File: src/rtl/btt_pkg.sv
// Shared types for the branch target table: FSM state, stored entry layout and
// a reference target calculation for the default widths.
package btt_pkg;

  localparam int BTT_OFFW = 10;
  localparam int BTT_PCW  = 10;

  typedef enum logic {IDLE, LOAD} btt_state_t;

  typedef struct packed {
    logic                abs_flag;
    logic [BTT_OFFW-1:0] offset;
  } btt_entry_t;

  typedef struct packed {
    logic [BTT_PCW-1:0] target;
    logic               fault;
  } btt_result_t;

  function automatic btt_result_t calc_target(input logic [BTT_PCW-1:0] pc,
                                              input btt_entry_t         e);
    logic [BTT_PCW+1:0] sum;
    btt_result_t        r;
    sum = {2'b00, pc} + {{2{e.offset[BTT_OFFW-1]}}, e.offset};
    if (e.abs_flag) begin
      r.target = e.offset;
      r.fault  = 1'b0;
    end else begin
      r.target = sum[BTT_PCW-1:0];
      r.fault  = sum[BTT_PCW+1] | sum[BTT_PCW];
    end
    return r;
  endfunction

endpackage

File: src/rtl/btt_target_calc.sv
// Combinational target resolution: relative (pc + signed offset, range checked)
// or absolute (offset resized to PC width, fault on lost upper bits).
module btt_target_calc #(
  parameter int OFFW = 10,
  parameter int PCW  = 10
) (
  input  logic [PCW-1:0]  pc,
  input  logic            abs_flag,
  input  logic [OFFW-1:0] offset,
  output logic [PCW-1:0]  target,
  output logic            fault
);

  // Wide enough that the true sum never overflows, so sign and upper bits are exact.
  localparam int SW = ((OFFW > PCW) ? OFFW : PCW) + 2;

  logic [SW-1:0] pc_ext;
  logic [SW-1:0] off_sext;
  logic [SW-1:0] off_zext;
  logic [SW-1:0] sum;
  logic          rel_fault;
  logic          abs_fault;

  assign pc_ext    = SW'(pc);
  assign off_sext  = SW'($signed(offset));
  assign off_zext  = SW'(offset);
  assign sum       = pc_ext + off_sext;
  assign rel_fault = sum[SW-1] | (|sum[SW-2:PCW]);
  assign abs_fault = |off_zext[SW-1:PCW];

  always_comb begin
    target = sum[PCW-1:0];
    fault  = rel_fault;
    if (abs_flag) begin
      target = off_zext[PCW-1:0];
      fault  = abs_fault;
    end
  end

endmodule

File: src/rtl/branch_target_table.sv
// Programmable branch target table: bulk-load FSM, run-time patching and a
// 1-cycle registered lookup. Define BTT_PARITY_EN for per-entry parity + inj_par_err.
module branch_target_table
  import btt_pkg::*;
#(
  parameter int DEPTH = 16,
  parameter int AW    = $clog2(DEPTH),
  parameter int OFFW  = BTT_OFFW,
  parameter int PCW   = BTT_PCW
) (
  input  logic            Clk,
  input  logic            Reset_n,
`ifdef BTT_PARITY_EN
  input  logic            inj_par_err,
`endif
  input  logic            load_start,
  input  logic            ld_valid,
  output logic            ld_ready,
  input  logic [OFFW:0]   ld_data,
  output logic            load_busy,
  input  logic            wr_en,
  input  logic [AW-1:0]   wr_addr,
  input  logic [OFFW:0]   wr_data,
  input  logic            req_valid,
  output logic            req_ready,
  input  logic [AW-1:0]   req_addr,
  input  logic [PCW-1:0]  req_pc,
  output logic            resp_valid,
  output logic [PCW-1:0]  resp_target,
  output logic            resp_hit,
  output logic            resp_fault
);

  btt_state_t     state;
  logic [AW-1:0]  cnt;
  logic           up;
  logic [OFFW:0]  ent [DEPTH];
  logic [DEPTH-1:0] vld;

  logic           ld_fire, wr_fire, req_fire, w_en, fwd, rd_hit, par_err;
  logic [AW-1:0]  w_addr;
  logic [OFFW:0]  w_data, rd_data;
  logic [PCW-1:0] fall, calc_target_w, nxt_target;
  logic           calc_fault_w, nxt_fault;

  // req_ready stays low until the first clock after reset release.
  assign ld_ready  = (state == LOAD);
  assign load_busy = (state == LOAD);
  assign req_ready = up && (state == IDLE);

  assign ld_fire  = ld_valid && ld_ready;
  assign wr_fire  = wr_en && (state == IDLE);
  assign req_fire = req_valid && req_ready;
  assign w_en     = ld_fire || wr_fire;
  assign w_addr   = ld_fire ? cnt : wr_addr;
  assign w_data   = ld_fire ? ld_data : wr_data;

  always_ff @(posedge Clk or negedge Reset_n) begin
    if (!Reset_n) begin
      state <= IDLE;
      cnt   <= '0;
      up    <= 1'b0;
    end else begin
      up <= 1'b1;
      case (state)
        IDLE: if (load_start) begin
          state <= LOAD;
          cnt   <= '0;
        end
        LOAD: if (ld_fire) begin
          cnt <= cnt + 1'b1;
          if (cnt == AW'(DEPTH - 1)) state <= IDLE;
        end
        default: state <= IDLE;
      endcase
    end
  end

  always_ff @(posedge Clk or negedge Reset_n) begin
    if (!Reset_n) begin
      for (int i = 0; i < DEPTH; i++) ent[i] <= '0;
      vld <= '0;
    end else if (w_en) begin
      ent[w_addr] <= w_data;
      vld[w_addr] <= 1'b1;
    end
  end

  // A patch landing on the looked-up index this cycle is visible to that lookup.
  assign fwd     = wr_fire && (wr_addr == req_addr);
  assign rd_data = fwd ? wr_data : ent[req_addr];
  assign rd_hit  = fwd || vld[req_addr];

`ifdef BTT_PARITY_EN
  logic [DEPTH-1:0] par;
  logic             w_par, rd_par;

  assign w_par = (^w_data) ^ inj_par_err;

  always_ff @(posedge Clk or negedge Reset_n) begin
    if (!Reset_n) par <= '0;
    else if (w_en) par[w_addr] <= w_par;
  end

  assign rd_par  = fwd ? w_par : par[req_addr];
  assign par_err = rd_hit && (rd_par != (^rd_data));
`else
  assign par_err = 1'b0;
`endif

  btt_target_calc #(.OFFW(OFFW), .PCW(PCW)) u_calc (
    .pc       (req_pc),
    .abs_flag (rd_data[OFFW]),
    .offset   (rd_data[OFFW-1:0]),
    .target   (calc_target_w),
    .fault    (calc_fault_w)
  );

  assign fall       = req_pc + PCW'(1);
  assign nxt_target = (!rd_hit || par_err) ? fall : calc_target_w;
  assign nxt_fault  = rd_hit && (par_err || calc_fault_w);

  always_ff @(posedge Clk or negedge Reset_n) begin
    if (!Reset_n) begin
      resp_valid  <= 1'b0;
      resp_target <= '0;
      resp_hit    <= 1'b0;
      resp_fault  <= 1'b0;
    end else begin
      resp_valid <= req_fire;
      if (req_fire) begin
        resp_target <= nxt_target;
        resp_hit    <= rd_hit;
        resp_fault  <= nxt_fault;
      end
    end
  end

endmodule

File: config.mk
export PLATFORM = sky130hd
export DESIGN_NAME = branch_target_table
export DESIGN_NICKNAME = d
export VERILOG_FILES = /design/src/rtl/btt_pkg.sv /design/src/rtl/btt_target_calc.sv /design/src/rtl/branch_target_table.sv
export SDC_FILE = /design/constraint.sdc
export NUM_CORES = 1
export LEC_CHECK = 0
export ABC_AREA = 1
export CAP_MARGIN = 25
export CORE_MARGIN = 5
export CORE_UTILIZATION = 50
export CTS_BUF_LIST = sky130_fd_sc_hd__clkbuf_16
export DETAILED_ROUTE_END_ITERATION = 8
export HOLD_SLACK_MARGIN = 0.03
export MAX_ROUTING_LAYER = met4
export PLACE_DENSITY = 0.67
export SYNTH_ARGS = -nofsm -noshare
export SYNTH_HDL_FRONTEND = slang
export SYNTH_SLANG_ARGS = --single-unit
export TNS_END_PERCENT = 30
File: constraint.sdc
create_clock -name Clk -period 3.2 [get_ports Clk]
set_input_delay 0.64 -clock Clk [delete_from_list [all_inputs] [get_ports Clk]]
set_output_delay 0.64 -clock Clk [all_outputs]
set_load 0.02 [all_outputs]
# Word level (Yosys, flattened, before mapping)
# Index checks and enable logic that the tools add are counted.
op_classes:
  mux: 23
  reduce_logical: 11
  n_lt_le_gt_ge: 6
  n_eq_ne: 4
  addsub: 3
  bitwise_logic: 5
op_table:
  columns: ["operator", "n"]
  rows:
  - ["176-bit bitwise mux", 1]
  - ["11-bit two-way mux", 5]
  - ["11-bit binary-select mux with 4-bit select", 1]
  - ["11-bit demux with 4-bit select", 1]
  - ["10-bit two-way mux", 2]
  - ["16-bit bitwise OR", 1]
  - ["11-bit by 10-bit adder with 12-bit output", 1]
  - ["4-bit two-way mux", 3]
  - ["10-bit by 1-bit adder with 10-bit output, second input constant", 1]
  - ["5-bit >= comparator, second input constant", 2]
  - ["4-bit by 5-bit less-than comparator with 1-bit output, second input constant", 2]
  - ["4-bit inverter with 5-bit output", 2]
  - ["1-bit logical AND", 8]
  - ["4-bit one-hot mux with 2 select lines", 1]
  - ["1-bit two-way mux", 6]
  - ["5-bit by 1-bit less-than comparator with 1-bit output, second input constant", 1]
  - ["4-bit by 1-bit adder with 4-bit output, second input constant", 1]
  - ["1-bit binary-select mux with 4-bit select", 1]
  - ["1-bit demux with 4-bit select", 1]
  - ["4-bit equality test", 1]
  - ["4-bit equality test, second input constant", 1]
  - ["4-bit by 1-bit >= comparator with 1-bit output, second input constant", 1]
  - ["1-bit logical OR", 2]
  - ["2-bit by 1-bit inequality test with 1-bit output, second input constant", 1]
  - ["5 further kinds", 5]
word_totals:
  ff_bits: 211
  word_cells: 76
  out_inout_bits: 16

# Longest topological paths before layout
# Gate-level depths: netlist (run 1).
logic_depth:
  word_depth: 9
  mapped_depth: 27
  ltp_nobuf: 25

# Hierarchy
# A second synthesis (run 1) with hierarchy kept.
unflattened:
  cells_unflattened: 1427
  area_unflattened_um2: 10909.2
modules_own_cells:
  columns: ["mod", "instances", "cells_per_inst", "seq_area_each_um2", "area_per_inst_um2"]
  rows:
  - ["branch_target_table", 1, 1282, 5280.1, 10171.0]
  - ["btt_target_calc", 1, 145, 0.0, 738.2]

# Worst setup path before layout (run 1)
# OpenSTA, ideal clock, no wires.
synth_path:
  path_kind: "in2reg"
  startpoint: "input req_addr[0]"
  endpoint: "register resp_fault"
  path_buffers: 3
  stages: 22
  path_slack_ns: -0.095
  setup_time_ns: 0.117
  t_arrival_ns: 3.178
  t_required_ns: 3.083
  cell_sequence: "buf_2 -> buf_4 -> clkbuf_1 -> o21ai_0 -> o211ai_1 -> nand3_1 -> nand2_1 -> o21ai_0 -> inv_1 -> ha_1 -> inv_1 -> fa_1 -> o21ai_0 -> nand3_1 -> nand2_1 -> nand2_1 -> nand2_1 -> nand2_1 -> o21bai_1 -> nand2_1 -> nand3_1 -> nand2_1"
synth_between:
  elab_chain_cells: 9
  word_cells_on_any_way: 14
synth_lines:
  columns: ["item", "line", "rtl"]
  rows:
  - ["from (decl)", "branch_target_table.sv:26", "input logic [AW-1:0] req_addr,"]
  - ["4-bit inverter with 5-bit output (implied by the code)", "branch_target_table.sv:91", "assign rd_data = fwd ? wr_data : ent[req_addr];"]
  - ["11-bit binary-select mux with 4-bit select", "branch_target_table.sv:91", null]
  - ["11-bit two-way mux (implied by the code) (2 in series)", "branch_target_table.sv:91", null]
  - ["11-bit two-way mux", "branch_target_table.sv:91", null]
  - ["11-bit by 10-bit adder with 12-bit output", "btt_target_calc.sv:27", "assign sum = pc_ext + off_sext;"]
  - ["1-bit bitwise OR", "btt_target_calc.sv:28", "assign rel_fault = sum[SW-1] | (|sum[SW-2:PCW]);"]
  - ["1-bit two-way mux", "btt_target_calc.sv:34", "if (abs_flag) begin"]
  - ["1-bit logical AND *", "branch_target_table.sv:121", "assign nxt_fault = rd_hit && (par_err || calc_fault_w);"]
  - ["to (signal assigned)", "branch_target_table.sv:134", "resp_fault <= nxt_fault;"]
  - ["to (decl)", "branch_target_table.sv:31", "output logic resp_fault"]
# Mark *: on every way between the ends. The rest lies on a longest branch, timed or not. The select of a mux whose other input is x is not followed.
# A chain may end at the register's enable or synchronous reset.

# Worst setup path after layout (run 1)
layout_path:
  startpoint: "input req_addr[2]"
  endpoint: "register resp_target[5]"
layout_between:
  elab_chain_cells: 8
  word_cells_on_any_way: 13
layout_lines:
  columns: ["item", "line", "rtl"]
  rows:
  - ["4-bit inverter with 5-bit output (implied by the code)", "branch_target_table.sv:91", null]
  - ["11-bit binary-select mux with 4-bit select", "branch_target_table.sv:91", null]
  - ["11-bit two-way mux (implied by the code) (2 in series)", "branch_target_table.sv:91", null]
  - ["11-bit two-way mux", "branch_target_table.sv:91", null]
  - ["11-bit by 10-bit adder with 12-bit output", "btt_target_calc.sv:27", null]
  - ["10-bit two-way mux", "btt_target_calc.sv:34", null]
  - ["10-bit two-way mux *", "branch_target_table.sv:120", "assign nxt_target = (!rd_hit || par_err) ? fall : calc_target_w;"]
  - ["to (signal assigned)", "branch_target_table.sv:132", "resp_target <= nxt_target;"]
  - ["to (decl)", "branch_target_table.sv:29", "output logic [PCW-1:0] resp_target,"]
# Marks and branches as above.

==> results.toml, run 1 <==
[final_layout]
postLayoutCellArea_sq_mm = 0.0134
n_antenna_cell = 0
num-fill-cells = 1998
drive_above_1_share = 0.112
area_growth_pct = 19.6
layout.nets = 1669

[grt]
grt_start_max_net_pins = 68
first_global_vias = 9741
grt.overflow.total = 0
grt_pass1_wl_um = 50900
grtUsageTotal = 0.249
grt_antenna_before_repair = 0

[clocking]
ctsHoldBuffers = 0
clk_latency_ns = 0.52
root_buffer = "clkbuf_16"
cts_tree = "done"
htree_levels = 1
cts_sinks = 211
clkTransAtPathRegs_ns = 0.06
clockBufferDepth = 3
cts_made_buffers = 24

[outcome]
status = "complete, no violations"

[pwr]
combPwrFrac = 0.331
p_clk_frac = 0.256
peakVddDrop_uv = 483
p_leak_uw = 0.00682
seq_power_share = 0.414
power_density_mw_per_mm2 = 790
p_sw_frac = 0.352
p_sw_uw = 3730
p_int_uw = 6870

[setup_path]
cp_max_fo = 7
worst_setup_path_start_kind = "input pin"
critPathKind = "input pin to flop"
rrSetupSlack_ns = 0.40
r2r-end = "resp_fault$_DFFE_PN0P_"
r2r_cells = 26
cp.required_ns = 3.60
endpoint_kind = "flop"
cp_data_arrival_time_ns = 3.33
path_common_cell = "nand3_1"
rr_startpoint = "ld_ready$_DFF_PN0_"
path_cells = "clkdlybuf4s50_1 -> buf_4 -> buf_12 -> nand3_1 -> nand3_1 -> nand3_1 -> nand2_1 -> inv_1 -> ha_1 -> buf_4 -> nand3_1 -> nand3_1 -> a21oi_1 -> xor2_1 -> nand3_1 -> nand3_1 -> a21oi_1"
crit_slowest_cell = "clkdlybuf4s50_1"
cpPeakStageDelay_ns = 0.57

[detailed_routing]
drtIter0Drc = 797
dr.pass1.iters = 5
ant_nets = 0
vias_per_cell = 5.25
dr_total_vias = 10007
wl_per_cell_um = 16.1
wirelength_um = 30700
drc = 0

[sta]
tightest_slew_ns = 0.913
max_slew_margin = 0.391
setup_slack_ns = 0.268
rsz0062_at_grt = "no"
setup_viol = 0
hold_violations = 0
fmax_ghz = 0.341
finalSetupTns_ns = 0
period_needed_ns = 2.93
drv_slew = 0
finClkSkew_ns = 0.0147
post-route-period-util = 0.916

[logic_synthesis]
synthCells = 1517
synth.distinct_cells = 37
synth_seq_cells = 211
syn-cell-area_sq_mm = 0.0112
ys_warn_count = 0
syn-num-nets = 1577
seq_area_frac_synth = 0.471
syn_area_per_cell_sq_um = 7.40

[floorplan]
initial_core_util = 0.511
fp.dieW_um = 160
die_y_um = 160
rows = 54
io_pins = 62
core_sq_mm = 0.0220
die_area_sq_mm = 0.0255

[job]
drv_cap = 0

[placement]
gp_congestion = 0.890
dpl_cell_area_sq_mm = 0.0126
dpl_worst_slack_ns = -0.321
numPortBuffers = 61
hpwl_um = 21200

[min_path]
hold_class = "input pin to asynchronous set/reset pin"
[cell usage after synthesis]
| library cell | n | area (sq um) |
|---|---|---|
| nor3b_1 | 1 | 7.51 |
| nand2_1 | 460 | 1730 |
| o21bai_1 | 2 | 15.0 |
| buf_4 | 2 | 15.0 |
| o211ai_1 | 12 | 90.1 |
| nor2_2 | 4 | 25.0 |
| dfrtp_1 | 211 | 5280 |
| or2_0 | 1 | 6.26 |
| or2_2 | 11 | 68.8 |
| nand3_1 | 143 | 716 |
| nand4_1 | 2 | 12.5 |
| conb_1 | 1 | 3.75 |
| o21ai_0 | 152 | 761 |
| ha_1 | 13 | 163 |
| buf_1 | 4 | 15.0 |
| o21ai_1 | 72 | 360 |
| fa_1 | 1 | 20.0 |
| clkbuf_2 | 1 | 5.00 |
| buf_2 | 49 | 245 |
| nand2_2 | 4 | 25.0 |
| clkbuf_1 | 30 | 113 |
| nand2_4 | 4 | 45.0 |
| nor2_1 | 89 | 334 |
| a21oi_4 | 1 | 16.3 |
| a21oi_1 | 22 | 110 |
| nand3b_1 | 1 | 7.51 |
| inv_1 | 178 | 668 |
| xnor2_1 | 4 | 35.0 |
| xor2_1 | 8 | 70.1 |
| nor2_4 | 1 | 11.3 |
| o21ai_2 | 5 | 43.8 |
| nor3_4 | 1 | 16.3 |
| and2_0 | 2 | 12.5 |
| o21a_1 | 10 | 75.1 |
| buf_6 | 6 | 67.6 |
| inv_2 | 8 | 30.0 |
| nor3_1 | 1 | 5.00 |
[power groups by stage]
| stage | logic (uW) | registers [uW] | clock network [uW] |
|---|---|---|---|
| 2_1_floorplan | 2330 | 4380 | 0 |
| 6_report | 3500 | 4390 | 2710 |
| 3_5_place_dp | 3470 | 4420 | 0 |
| 3_3_place_gp | 3380 | 4380 | 0 |
| 4_1_cts | 3490 | 4390 | 2770 |
| 5_1_grt | 4010 | 4530 | 2880 |
[per-stage QoR]
step / utilization / hold slack (ns) / cells / power [uW]
floorplan: - / 0.344 / 1517 / 6710
global placement: 0.574 / 0.433 / 1861 / 7760
detailed placement: 0.574 / 0.441 / 1861 / 7890
CTS: 0.609 / 0.122 / 1904 / 10600
global route: 0.611 / 0.148 / 1906 / 11400
finish: 0.611 / 0.101 / 1906 / 10600
[cell type report]
type                            count  area (sq um)  area share
Inverter                          186           698      0.0520
Multi-Input combinational cell   1028          4800       0.358
Sequential cell                   211          5280       0.394
Clock buffer                       24           601      0.0448
Tap cell                          280           350      0.0261
Timing Repair Buffer              158          1510       0.112
Clock inverter                     19           171      0.0128
[sequential cells by signal, indices dropped and copies added (netlist names)]
| register | cells |
|---|---|
| ld_ready | 1 |
| up | 1 |
| vld | 16 |
| resp_hit | 1 |
| cnt | 4 |
| resp_valid | 1 |
| ent | 176 |
| resp_target | 10 |
| resp_fault | 1 |
[how the worst max path moves through the flow]
stage | startpoint | end | slack, ns
3_3_place_gp | req_addr[3] | resp_fault$_DFFE_PN0P_ | -0.27
6_report | req_addr[2] | resp_target[5]$_DFFE_PN0P_ | 0.27
4_1_cts | req_addr[3] | resp_fault$_DFFE_PN0P_ | 0.21
5_1_grt | wr_en | resp_fault$_DFFE_PN0P_ | 0.03
2_1_floorplan | req_addr[0] | resp_fault$_DFFE_PN0P_ | 0.03
3_5_place_dp | req_addr[3] | resp_fault$_DFFE_PN0P_ | -0.32
[metal layers]
metal | routed length [um] | part of all wire | vias to the layer above | GRT usage
li1 | - | - | 4957 | -
met1 | 13900 | 0.45 | 4675 | 0.336
met2 | 13900 | 0.45 | 308 | 0.396
met3 | 2060 | 0.067 | 67 | 0.0412
met4 | 830 | 0.027 | 0 | 0.0606
met5 | 0 | 0 | - | -
[worst max-delay path: cells and delay by family]
family | cells | cell delay [ns]
AO/OA/AOI/OAI | 2 | 0.24
XOR/XNOR | 1 | 0.17
adder cells (fa/ha/maj) | 1 | 0.32
buffers and inverters | 5 | 1.10
AND/OR/NAND/NOR | 8 | 0.87
[cells in the final DEF (no fill, tap or decap), types with 2 or more instances in the layout]
cell,count
o21ai_2,6
nand2_4,4
inv_1,182
and2_0,2
o21ai_0,150
clkinv_2,7
nand4_1,2
nor2_1,88
a21oi_1,21
nand2_2,4
buf_12,13
o211ai_1,12
clkbuf_16,24
buf_6,3
o21bai_1,2
buf_4,82
or2_2,11
nor2_2,5
ha_1,13
inv_2,9
clkinv_1,3
o21a_1,10
nand2_1,460
nand3_1,141
xor2_1,8
dfrtp_1,210
bufinv_16,3
clkdlybuf4s50_1,58
xnor2_1,4
o21ai_1,73
nand3_2,2
[cell families (layout without fill, tap and decap cells)]
logic type / count (synthesis) / after routing / synth area share
XOR/XNOR: 12 / 12 / 0.00937
AO/OA/AOI/OAI: 276 / 276 / 0.131
AND/OR/NAND/NOR: 725 / 725 / 0.269
buffers and inverters: 278 / 387 / 0.103
other: 1 / 1 / 0.000334
flip-flops: 211 / 211 / 0.471
adder cells (fa/ha/maj): 14 / 14 / 0.0163
[timing repair]
item / in CTS / in global routing
gates resized for setup: 0 / 11
setup endpoints to repair: 0 / 4
setup buffers: 0 / 1
Power figures use the tool's default switching activity.
==> run 2, diff against run 1 <==
--- a/config.mk
+++ b/config.mk
@@ -11,6 +11,7 @@
 export CORE_UTILIZATION = 50
 export CTS_BUF_LIST = sky130_fd_sc_hd__clkbuf_16
 export DETAILED_ROUTE_END_ITERATION = 8
+export GPL_TIMING_DRIVEN = 0
 export HOLD_SLACK_MARGIN = 0.03
 export MAX_ROUTING_LAYER = met4
 export PLACE_DENSITY = 0.67
==> results.toml, run 2 (synthesized netlist as in run 1, its figures left out) <==
[outcome]
status = "complete, no violations"

[clocking]
root_buffer = "clkbuf_16"
clockBufferDepth = 3
cts_tree = "done"
ctsHoldBuffers = 0
clkTransAtPathRegs_ns = 0.05
cts_sinks = 211
htree_levels = 1
cts_made_buffers = 25
clk_latency_ns = 0.54

[setup_path]
cp_max_fo = 10
worst_setup_path_start_kind = "input pin"
critPathKind = "input pin to flop"
r2r_cells = 23
cp_data_arrival_time_ns = 3.50
cp.required_ns = 3.62
r2r-end = "resp_fault$_DFFE_PN0P_"
rrSetupSlack_ns = 0.23
rr_startpoint = "ld_ready$_DFF_PN0_"
endpoint_kind = "flop"

[sta]
setup_viol = 0
max_slew_margin = 0.392
tightest_slew_ns = 0.912
drv_slew = 0
hold_violations = 0
period_needed_ns = 3.08
post-route-period-util = 0.962
finClkSkew_ns = 0.0188
fmax_ghz = 0.325

[detailed_routing]
vias_per_cell = 5.49
drtIter0Drc = 1057
dr_total_vias = 10477
drc = 0
wirelength_um = 36500
dr.pass1.iters = 5
wl_per_cell_um = 19.1
ant_nets = 0

[floorplan]
fp.dieW_um = 160
die_y_um = 160
initial_core_util = 0.511
die_area_sq_mm = 0.0255
core_sq_mm = 0.0220
rows = 54
io_pins = 62

[pwr]
seq_power_share = 0.415
p_sw_uw = 3910
power_density_mw_per_mm2 = 803
p_sw_frac = 0.369
peakVddDrop_uv = 485
p_clk_frac = 0.251
p_leak_uw = 0.00667
p_int_uw = 6700
combPwrFrac = 0.334

[grt]
gr-max-usage-layer = "met2"
grt_antenna_before_repair = 0
grtUsageMet2 = 0.449
grt_pass1_wl_um = 57300
grtUsageMet1 = 0.396
grtUsageTotal = 0.293
grt.overflow.total = 0
grt_use_met3 = 0.0479
first_global_vias = 9972
grt_start_max_net_pins = 114

[final_layout]
largest_reg_flops = 176
post-route-util = 0.602
postLayoutCellArea_sq_mm = 0.0132
top_regs = "ent x176, vld x16, resp_target x10"
n_antenna_cell = 0
area_growth_pct = 17.8
finalNonFillerCells = 1909
most-common-layout-cells = "nand2_1, dfrtp_1, inv_1"
mostFrequentLayoutCell = "nand2_1"
drive_above_1_share = 0.106
regMostFlops = "ent"
layout.nets = 1671

[placement]
dpl_cell_area_sq_mm = 0.0122
gp_congestion = 0.952
numPortBuffers = 59
hpwl_um = 26100
place_inst = 1857

[min_path]
hold_class = "input pin to asynchronous set/reset pin"

[job]
drv_cap = 0
## run 2: changes by cell type in the layout (fill, tap and decap cells not counted), moves of 4 or more
cell             before  now
inv_2                 9   14
clkdlybuf4s50_1      58   54
clkbuf_1              0   26
o21ai_1              73   81
buf_6                 3   16
clkbuf_4              0   12
inv_1               182  176
buf_12               13    0
buf_2                 1   25
buf_4                82   16
o21ai_0             150  141
clkbuf_2              0    4
## run 2: critical path, stage by stage
cell and delay, ns:
clkbuf_4 0.18, buf_6 0.17, buf_6 0.16, nor2_1 0.06, nor2_1 0.10, o21ai_0 0.15
o211ai_1 0.14, nand3_1 0.11, nand2_2 0.13, o21ai_4 0.06, inv_2 0.06, ha_4 0.14
inv_2 0.04, fa_2 0.42, o21ai_4 0.19, nand3_2 0.13, nand2_1 0.08, nand2_1 0.06
nand2_1 0.08, nand2_2 0.06, o21bai_1 0.14, nand2_1 0.08, nand3_2 0.06, nand2_1 0.04
## run 2: layout make-up
| cell class | count | area [sq um] |
|---|---|---|
| well taps | 280 | 350 |
| inverters | 186 | 701 |
| multi-input cells | 1028 | 4870 |
| flip-flops and latches | 211 | 5280 |
| plain buffers | 91 | 572 |
| repair buffers | 68 | 682 |
| fillers | 2060 | 8750 |
| clock buffers | 25 | 626 |
| clock inverters | 20 | 129 |
## run 2: what timing repair did
action	in CTS	in global routing
endpoints found under the hold margin	0	0
endpoints found under the setup margin	8	7
cloned	0	0
setup buffers	0	8
pin swaps	2	11
gates resized for setup	21	78
## run 2: worst max path at each step
stage	startpoint	endpoint	slack, ns	cells after the start
after floorplan	req_addr[0]	resp_fault$_DFFE_PN0P_	0.03	22
after global placement	Reset_n	ent[38]$_DFFE_PN0P_	-7.57	1
after detailed placement	req_addr[1]	resp_fault$_DFFE_PN0P_	-1.11	22
after CTS	req_addr[1]	resp_fault$_DFFE_PN0P_	0.004	25
after global routing	wr_en	resp_fault$_DFFE_PN0P_	-0.06	23
final	req_addr[0]	resp_fault$_DFFE_PN0P_	0.12	24
## run 2: power groups by stage
stage / Clock (uW) / Combinational [uW] / Sequential, uW
after floorplan: 0 / 2330 / 4380
after global placement: 0 / 3340 / 4400
after detailed placement: 0 / 3430 / 4420
after CTS: 2690 / 3460 / 4390
after global routing: 2810 / 4050 / 4530
final: 2670 / 3540 / 4400
## run 2: routing by layer
| metal | up-vias | routed length [um] |
|---|---|---|
| met3 | 98 | 3160 |
| met5 | - | 0 |
| li1 | 4976 | - |
| met1 | 4927 | 15400 |
| met4 | 0 | 1460 |
| met2 | 476 | 16500 |
## run 2: stage by stage
stage          total power [uW]  setup WS [ns]  hold WS [ns]  setup TNS [ns]
2_1_floorplan              6710         0.0303         0.344               0
3_5_place_dp               7850          -1.11         0.441           -7.90
5_1_grt                   11400        -0.0599         0.252         -0.0678
6_report                  10600          0.121         0.154               0
4_1_cts                   10500        0.00444         0.214               0
3_3_place_gp               7750          -7.57         0.435        -1600.17
